## src/rtl/simd_result_serializer.sv

```systemverilog
// Vector writeback serializer: buffers SIMD result vectors and emits enabled lanes one beat at a time.
// Latency: first beat the cycle after a push into an empty FIFO; 1 beat/cycle, no bubble between vectors.
// Backpressure: wb_ready low holds the beat; in_ready is derived from the registered FIFO count only.
// Optional stall counter on perf_stall when SIMD_SER_PERF_EN is defined.

// Generic FIFO with combinational head; the caller guarantees no push when full and no pop when empty.
// Latency: a pushed entry is visible at the head on the following cycle. Backpressure: none internal.
module simd_ser_fifo #(
    parameter int W     = 8,
    parameter int DEPTH = 4,
    localparam int AW   = $clog2(DEPTH),
    localparam int CW   = AW + 1
) (
    input  logic          clk,
    input  logic          rst_n,
    input  logic          push,
    input  logic [W-1:0]  push_dat,
    input  logic          pop,
    output logic [W-1:0]  head_dat,
    output logic [CW-1:0] count
);
    logic [W-1:0]  mem [DEPTH];
    logic [AW-1:0] wr_ptr, rd_ptr;

    always_ff @(posedge clk) begin
        if (push) mem[wr_ptr] <= push_dat;
    end

    always_ff @(posedge clk or negedge rst_n) begin
        if (!rst_n) begin
            wr_ptr <= '0;
            rd_ptr <= '0;
            count  <= '0;
        end else begin
            if (push) wr_ptr <= wr_ptr + AW'(1);
            if (pop)  rd_ptr <= rd_ptr + AW'(1);
            if (push && !pop)      count <= count + CW'(1);
            else if (!push && pop) count <= count - CW'(1);
        end
    end

    assign head_dat = mem[rd_ptr];
endmodule

module simd_result_serializer #(
    parameter int DATA_WIDTH = 32,
    parameter int SIMD_WIDTH = 4,
    parameter int FIFO_DEPTH = 4,
    parameter int TAG_WIDTH  = 5,
    localparam int LW        = $clog2(SIMD_WIDTH) + 1,
    localparam int CW        = $clog2(FIFO_DEPTH) + 1
) (
    input  logic                             clk,
    input  logic                             rst_n,
    input  logic                             in_valid,
    output logic                             in_ready,
    input  logic [SIMD_WIDTH*DATA_WIDTH-1:0] in_result,
    input  logic [SIMD_WIDTH-1:0]            in_zero,
    input  logic [SIMD_WIDTH-1:0]            in_overflow,
    input  logic [SIMD_WIDTH-1:0]            in_carry_out,
    input  logic [SIMD_WIDTH-1:0]            in_negative,
    input  logic [SIMD_WIDTH-1:0]            in_lane_mask,
    input  logic [TAG_WIDTH-1:0]             in_rd,
    output logic                             wb_valid,
    input  logic                             wb_ready,
    output logic [DATA_WIDTH-1:0]            wb_data,
    output logic [TAG_WIDTH-1:0]             wb_rd,
    output logic [LW-1:0]                    wb_lane,
    output logic [3:0]                       wb_flags,
    output logic                             wb_last,
    output logic [CW-1:0]                    fifo_count,
    output logic [15:0]                      perf_stall
);
    typedef struct packed {
        logic [TAG_WIDTH-1:0]             rd;
        logic [SIMD_WIDTH-1:0]            mask;
        logic [SIMD_WIDTH-1:0]            negative;
        logic [SIMD_WIDTH-1:0]            carry_out;
        logic [SIMD_WIDTH-1:0]            overflow;
        logic [SIMD_WIDTH-1:0]            zero;
        logic [SIMD_WIDTH*DATA_WIDTH-1:0] result;
    } vec_t;

    typedef enum logic {IDLE, DRAIN} state_t;

    localparam logic [SIMD_WIDTH-1:0] LANE_ONE = SIMD_WIDTH'(1);

    vec_t                  in_vec, head;
    state_t                state, state_nxt;
    logic                  push, pop, beat_done, is_last;
    logic [SIMD_WIDTH-1:0] sent_mask, rem_mask, low_bit;
    logic [LW-1:0]         lane;
    logic [DATA_WIDTH-1:0] lane_data;
    logic [TAG_WIDTH-1:0]  lane_rd;
    logic [3:0]            lane_flags;

    always_comb begin
        in_vec           = '0;
        in_vec.rd        = in_rd;
        in_vec.mask      = in_lane_mask;
        in_vec.negative  = in_negative;
        in_vec.carry_out = in_carry_out;
        in_vec.overflow  = in_overflow;
        in_vec.zero      = in_zero;
        in_vec.result    = in_result;
    end

    assign in_ready = fifo_count < CW'(FIFO_DEPTH);
    assign push     = in_valid && in_ready;

    simd_ser_fifo #(
        .W     ($bits(vec_t)),
        .DEPTH (FIFO_DEPTH)
    ) u_fifo (
        .clk      (clk),
        .rst_n    (rst_n),
        .push     (push),
        .push_dat (in_vec),
        .pop      (pop),
        .head_dat (head),
        .count    (fifo_count)
    );

    // Remaining lanes are the head mask minus lanes already written, so a new head needs no reload.
    assign rem_mask  = head.mask & ~sent_mask;
    assign low_bit   = rem_mask & (~rem_mask + LANE_ONE);
    assign is_last   = (rem_mask & (rem_mask - LANE_ONE)) == '0;
    assign wb_valid  = (state == DRAIN) && (rem_mask != '0);
    assign beat_done = wb_valid && wb_ready;
    assign pop       = (state == DRAIN) && ((rem_mask == '0) || (beat_done && is_last));

    always_comb begin
        lane       = '0;
        lane_data  = '0;
        lane_rd    = '0;
        lane_flags = '0;
        for (int i = SIMD_WIDTH - 1; i >= 0; i--) begin
            if (rem_mask[i]) begin
                lane       = LW'(i);
                lane_data  = head.result[i*DATA_WIDTH +: DATA_WIDTH];
                lane_rd    = head.rd + TAG_WIDTH'(i);
                lane_flags = {head.negative[i], head.carry_out[i], head.overflow[i], head.zero[i]};
            end
        end
    end

    assign wb_data  = wb_valid ? lane_data  : '0;
    assign wb_rd    = wb_valid ? lane_rd    : '0;
    assign wb_lane  = wb_valid ? lane       : '0;
    assign wb_flags = wb_valid ? lane_flags : '0;
    assign wb_last  = wb_valid && is_last;

    always_ff @(posedge clk or negedge rst_n) begin
        if (!rst_n) begin
            state     <= IDLE;
            sent_mask <= '0;
        end else begin
            state <= state_nxt;
            if (pop)            sent_mask <= '0;
            else if (beat_done) sent_mask <= sent_mask | low_bit;
        end
    end

    always_comb begin
        state_nxt = state;
        case (state)
            IDLE:    if (push) state_nxt = DRAIN;
            DRAIN:   if (pop && !push && fifo_count == CW'(1)) state_nxt = IDLE;
            default: state_nxt = IDLE;
        endcase
    end

`ifdef SIMD_SER_PERF_EN
    logic [15:0] stall_cnt;

    always_ff @(posedge clk or negedge rst_n) begin
        if (!rst_n) begin
            stall_cnt <= '0;
        end else if (wb_valid && !wb_ready && stall_cnt != 16'hFFFF) begin
            stall_cnt <= stall_cnt + 16'd1;
        end
    end

    assign perf_stall = stall_cnt;
`else
    assign perf_stall = '0;
`endif
endmodule

```

## config.mk

```make
export PLATFORM = sky130hd
export DESIGN_NAME = simd_result_serializer
export DESIGN_NICKNAME = d
export VERILOG_FILES = /design/src/rtl/simd_result_serializer.sv
export SDC_FILE = /design/constraint.sdc
export NUM_CORES = 1
export LEC_CHECK = 0
export ABC_CLOCK_PERIOD_IN_PS = 7900
export CORE_ASPECT_RATIO = 1.5
export CORE_MARGIN = 2
export CORE_UTILIZATION = 35
export CTS_BUF_LIST = sky130_fd_sc_hd__clkbuf_8
export CTS_CLUSTER_DIAMETER = 200
export DETAILED_ROUTE_END_ITERATION = 12
export GPL_TIMING_DRIVEN = 1
export PLACE_DENSITY = 0.52
export SYNTH_ARGS = -nofsm -noshare
export SYNTH_HDL_FRONTEND = slang
export SYNTH_SLANG_ARGS = --single-unit
export TNS_END_PERCENT = 5
```

## constraint.sdc

```tcl
create_clock -name clk -period 7.9 [get_ports clk]
set_input_delay 2.37 -clock clk [delete_from_list [all_inputs] [get_ports clk]]
set_output_delay 2.37 -clock clk [all_outputs]
set_load 0.02 [all_outputs]
```

==> impl_metrics.env <==
export IMPL_status="finished clean"
export IMPL_ctsResizeCount=0
export IMPL_dieArea_um2=73600
export IMPL_wl_mm=61.7
export IMPL_tns_ns=0
export IMPL_clk_path_buf_depth=3
export IMPL_internal_power_mw=7.32
export IMPL_grt_pass1_wl_mm=90.9
export IMPL_seq_area_um2=18700
export IMPL_skew_ns=0.0328
export IMPL_hold_viol_final=0
export IMPL_syn_area_per_cell_um2=19.9
export IMPL_clock_sinks=624
export IMPL_route_detailed_wl_per_inst_um=24.7
export IMPL_cp_required_ns=5.53
export IMPL_synth_edf_count=612
export IMPL_synthTopCellsByArea="edfxtp_1 (74%), mux4_2 (14%), a21oi_1 (1.7%)"
export IMPL_place_gp_congestion=0.782
export IMPL_regToRegStartpoint="u_fifo.rd_ptr[1]$_DFFE_PN0N_"
export IMPL_postRouteAntennaNets=0
export IMPL_synth_top_cell_by_area="edfxtp_1"
export IMPL_grt_overflow=0
export IMPL_rsz0062_at_grt="no"
export IMPL_dieHeight_um=331
export IMPL_initial_utilization_pct=35.2
export IMPL_rr_endpoint="u_fifo.count[2]$_DFFE_PN0P_"
export IMPL_relSlewSlack_pct=33.2
export IMPL_power_density_nw_per_um2=383
export IMPL_drc=0
export IMPL_critPathKind="flip-flop to output port"
export IMPL_cts_root_buf="clkbuf_8"
export IMPL_n_fill_cell=6318
export IMPL_crit_path_start="u_fifo.rd_ptr[1]$_DFFE_PN0N_"
export IMPL_antenna_found_initial=19
export IMPL_cts_tree="built"
export IMPL_die_x_um=222
export IMPL_reg2regPathDepth=10
export IMPL_boundaryPins=223
export IMPL_r2r_setup_slack_ns=4.19
export IMPL_cp_end_kind="output port"
export IMPL_final_core_util_pct=41.9
export IMPL_yosys_top_cells_count="edfxtp_1 (612), mux4_2 (152), a21oi_1 (83)"
export IMPL_period_needed_ns=6.85
export IMPL_maxCapViolations=0
export IMPL_layout_cells_non_filler=2500
export IMPL_multi_input_area_um2=5680
export IMPL_first_pass_iters=5
export IMPL_async_flop_share_pct=1.92
export IMPL_cp_endpoint="wb_data[26]"
export IMPL_setup_viol=0
export IMPL_finalPower_mw=11.4
export IMPL_yosys_warnings=0
export IMPL_nNetsFinal=1676
export IMPL_post_route_cell_area_um2=29800
export IMPL_insertion_delay_ns=0.70
export IMPL_grt_max_degree=113
export IMPL_p_sw_mw=4.08
export IMPL_crit_path_start_kind="flip-flop"
export IMPL_grtUsageTotal_pct=17.0
export IMPL_grt_pass1_vias=13840
export IMPL_cts_made_buffers=96
export IMPL_ctsHoldBuffers=0
export IMPL_initialDrtViolationCount=878
export IMPL_area_growth_pct=19.3
export IMPL_synth_cells=1255
export IMPL_ys_seq_elements=624
export IMPL_fp_coreArea_um2=71000
export IMPL_max_slew_worst_pin_slew_ns=1.00
export IMPL_port_buffers=205
export IMPL_power_leakage_nw=9.62
export IMPL_slowest_delay_ns=0.95
export IMPL_syn_area_um2=25000
export IMPL_clk_pin_slew_ns=0.07
export IMPL_max_freq_mhz=146
export IMPL_ys_flop_type="edfxtp_1"
export IMPL_synth_cell_types=47
export IMPL_crit_path_top_delay_cell="dfrtp_4"
export IMPL_final_max_slew_viol_count=0
export IMPL_postCtsSetupBuffers=0
export IMPL_synth_most_common_cell="edfxtp_1"
export IMPL_fp_row_count=120
export IMPL_vdd_drop_max_uv=254
export IMPL_pwr_share_seq_pct=38.0
export IMPL_placed_cells=2323
export IMPL_path_cells="buf_4 -> buf_4 -> mux4_2 -> inv_1 -> a211oi_1 -> o21ai_0 -> a21oi_1 -> clkdlybuf4s50_1"
export IMPL_dp_hpwl_mm=35.7
export IMPL_num_vias=12759
export IMPL_vias_per_cell=5.10
export IMPL_swShare_pct=35.8
export IMPL_p_clk_share_pct=21.8
export IMPL_drive_gt1_share_pct=21.0
export IMPL_path_max_fanout=51
export IMPL_combinationalPowerShare_pct=40.2
export IMPL_hold_class="flip-flop to flip-flop"
export IMPL_cts_htree_levels=3
export IMPL_crit_top_cell="buf_4"
export IMPL_place_area_um2=28000
export IMPL_timing_final_crit_share_pct=86.7
export IMPL_synth_top_cell_area_share_pct=73.6
export IMPL_ys_seq_area_share_pct=74.8
export IMPL_crit_arrival_ns=4.48
==> worst min-delay path by stage <==
stage / end / slack [ns] / from / depth (start not counted)
detailed placement: sent_mask[0]$_DFFE_PN0P_ / 0.50 / sent_mask[0]$_DFFE_PN0P_ / 2
CTS: sent_mask[0]$_DFFE_PN0P_ / 0.51 / sent_mask[0]$_DFFE_PN0P_ / 2
floorplan: sent_mask[0]$_DFFE_PN0P_ / 0.46 / sent_mask[0]$_DFFE_PN0P_ / 2
finish: sent_mask[0]$_DFFE_PN0P_ / 0.50 / sent_mask[0]$_DFFE_PN0P_ / 2
global route: sent_mask[0]$_DFFE_PN0P_ / 0.55 / sent_mask[0]$_DFFE_PN0P_ / 2
global placement: sent_mask[0]$_DFFE_PN0P_ / 0.48 / sent_mask[0]$_DFFE_PN0P_ / 2
==> final cells by class <==
class,count,share of cell area (%)
Sequential cell,624,62.7
Clock inverter,70,1.23
Clock buffer,100,4.62
Inverter,51,0.643
Antenna cell,7,0.0588
Tap cell,915,3.84
Timing Repair Buffer,230,7.81
Multi-Input combinational cell,503,19.1
==> power by group through the flow <==
stage	registers [mW]	logic (mW)	clock network [mW]
finish	4.33	4.58	2.49
floorplan	4.35	2.98	0
global placement	4.38	4.71	0
global route	4.38	4.95	2.72
detailed placement	4.41	4.70	0
CTS	4.35	4.72	2.60
==> worst max-delay path: cells and delay by family (launching register included) <==
kind / cells / cell delay [ns]
compound gates: 3 / 0.51
mux: 1 / 0.28
buf+inv: 4 / 1.86
flops: 1 / 0.95
==> cell families (layout without fill, tap and decap cells) <==
group                      after synthesis  count (layout)  synth area share [%]
adders and majority gates               13              13                 0.651
buffers and inverters                  144             451                  2.85
xor gates and xnor gates                 9               9                 0.316
and+or+nand+nor                         80              80                  1.80
muxes                                  160             160                  14.0
DFF                                    624             624                  74.8
other                                    1              24                0.0150
AOI/OAI and AO/OA                      224             224                  5.56
==> metal layers <==
| layer | global-route usage (%) | part of all wire, % | wire (um) | vias to the layer above |
|---|---|---|---|---|
| met3 | 4.03 | 5.7 | 3500 | 122 |
| met5 | 0 | 0.19 | 115 | - |
| met2 | 29.5 | 52 | 32100 | 375 |
| met4 | 7.23 | 2.6 | 1620 | 18 |
| li1 | - | - | - | 5602 |
| met1 | 20.3 | 40 | 24400 | 6642 |
==> cells in the final DEF (no fill, tap or decap), drive strengths merged, types with 3 or more instances in the layout <==
master,Yosys,routed
dfrtp,12,12
ha,13,13
a21oi,83,83
inv,51,82
xnor2,5,5
a2bb2oi,3,3
and2,7,7
edfxtp,612,612
mux4,152,152
nor2b,38,38
clkbuf,33,100
buf,60,25
a31oi,3,3
clkdlybuf4s50,0,205
o21ai,85,85
nand2,13,13
a211oi,41,41
a22oi,3,3
nor2,8,8
nand3,6,6
xor2,4,4
conb,1,17
mux2i,6,6
clkinv,0,35
diode,0,7
bufinv,0,3
==> registers in the layout, indices dropped and copies added, names as in the netlist <==
signal / cells
state: 1
u_fifo.rd_ptr: 2
sent_mask: 4
u_fifo.mem: 612
u_fifo.count: 3
u_fifo.wr_ptr: 2
==> metrics by stage <==
step / worst slack [ns] / hold slack, ns
CTS: 0.860 / 0.513
global route: 0.731 / 0.549
finish: 1.05 / 0.504
floorplan: 1.07 / 0.462
detailed placement: 1.66 / 0.496
global placement: 1.63 / 0.481
(Power assumes the default switching activity.)
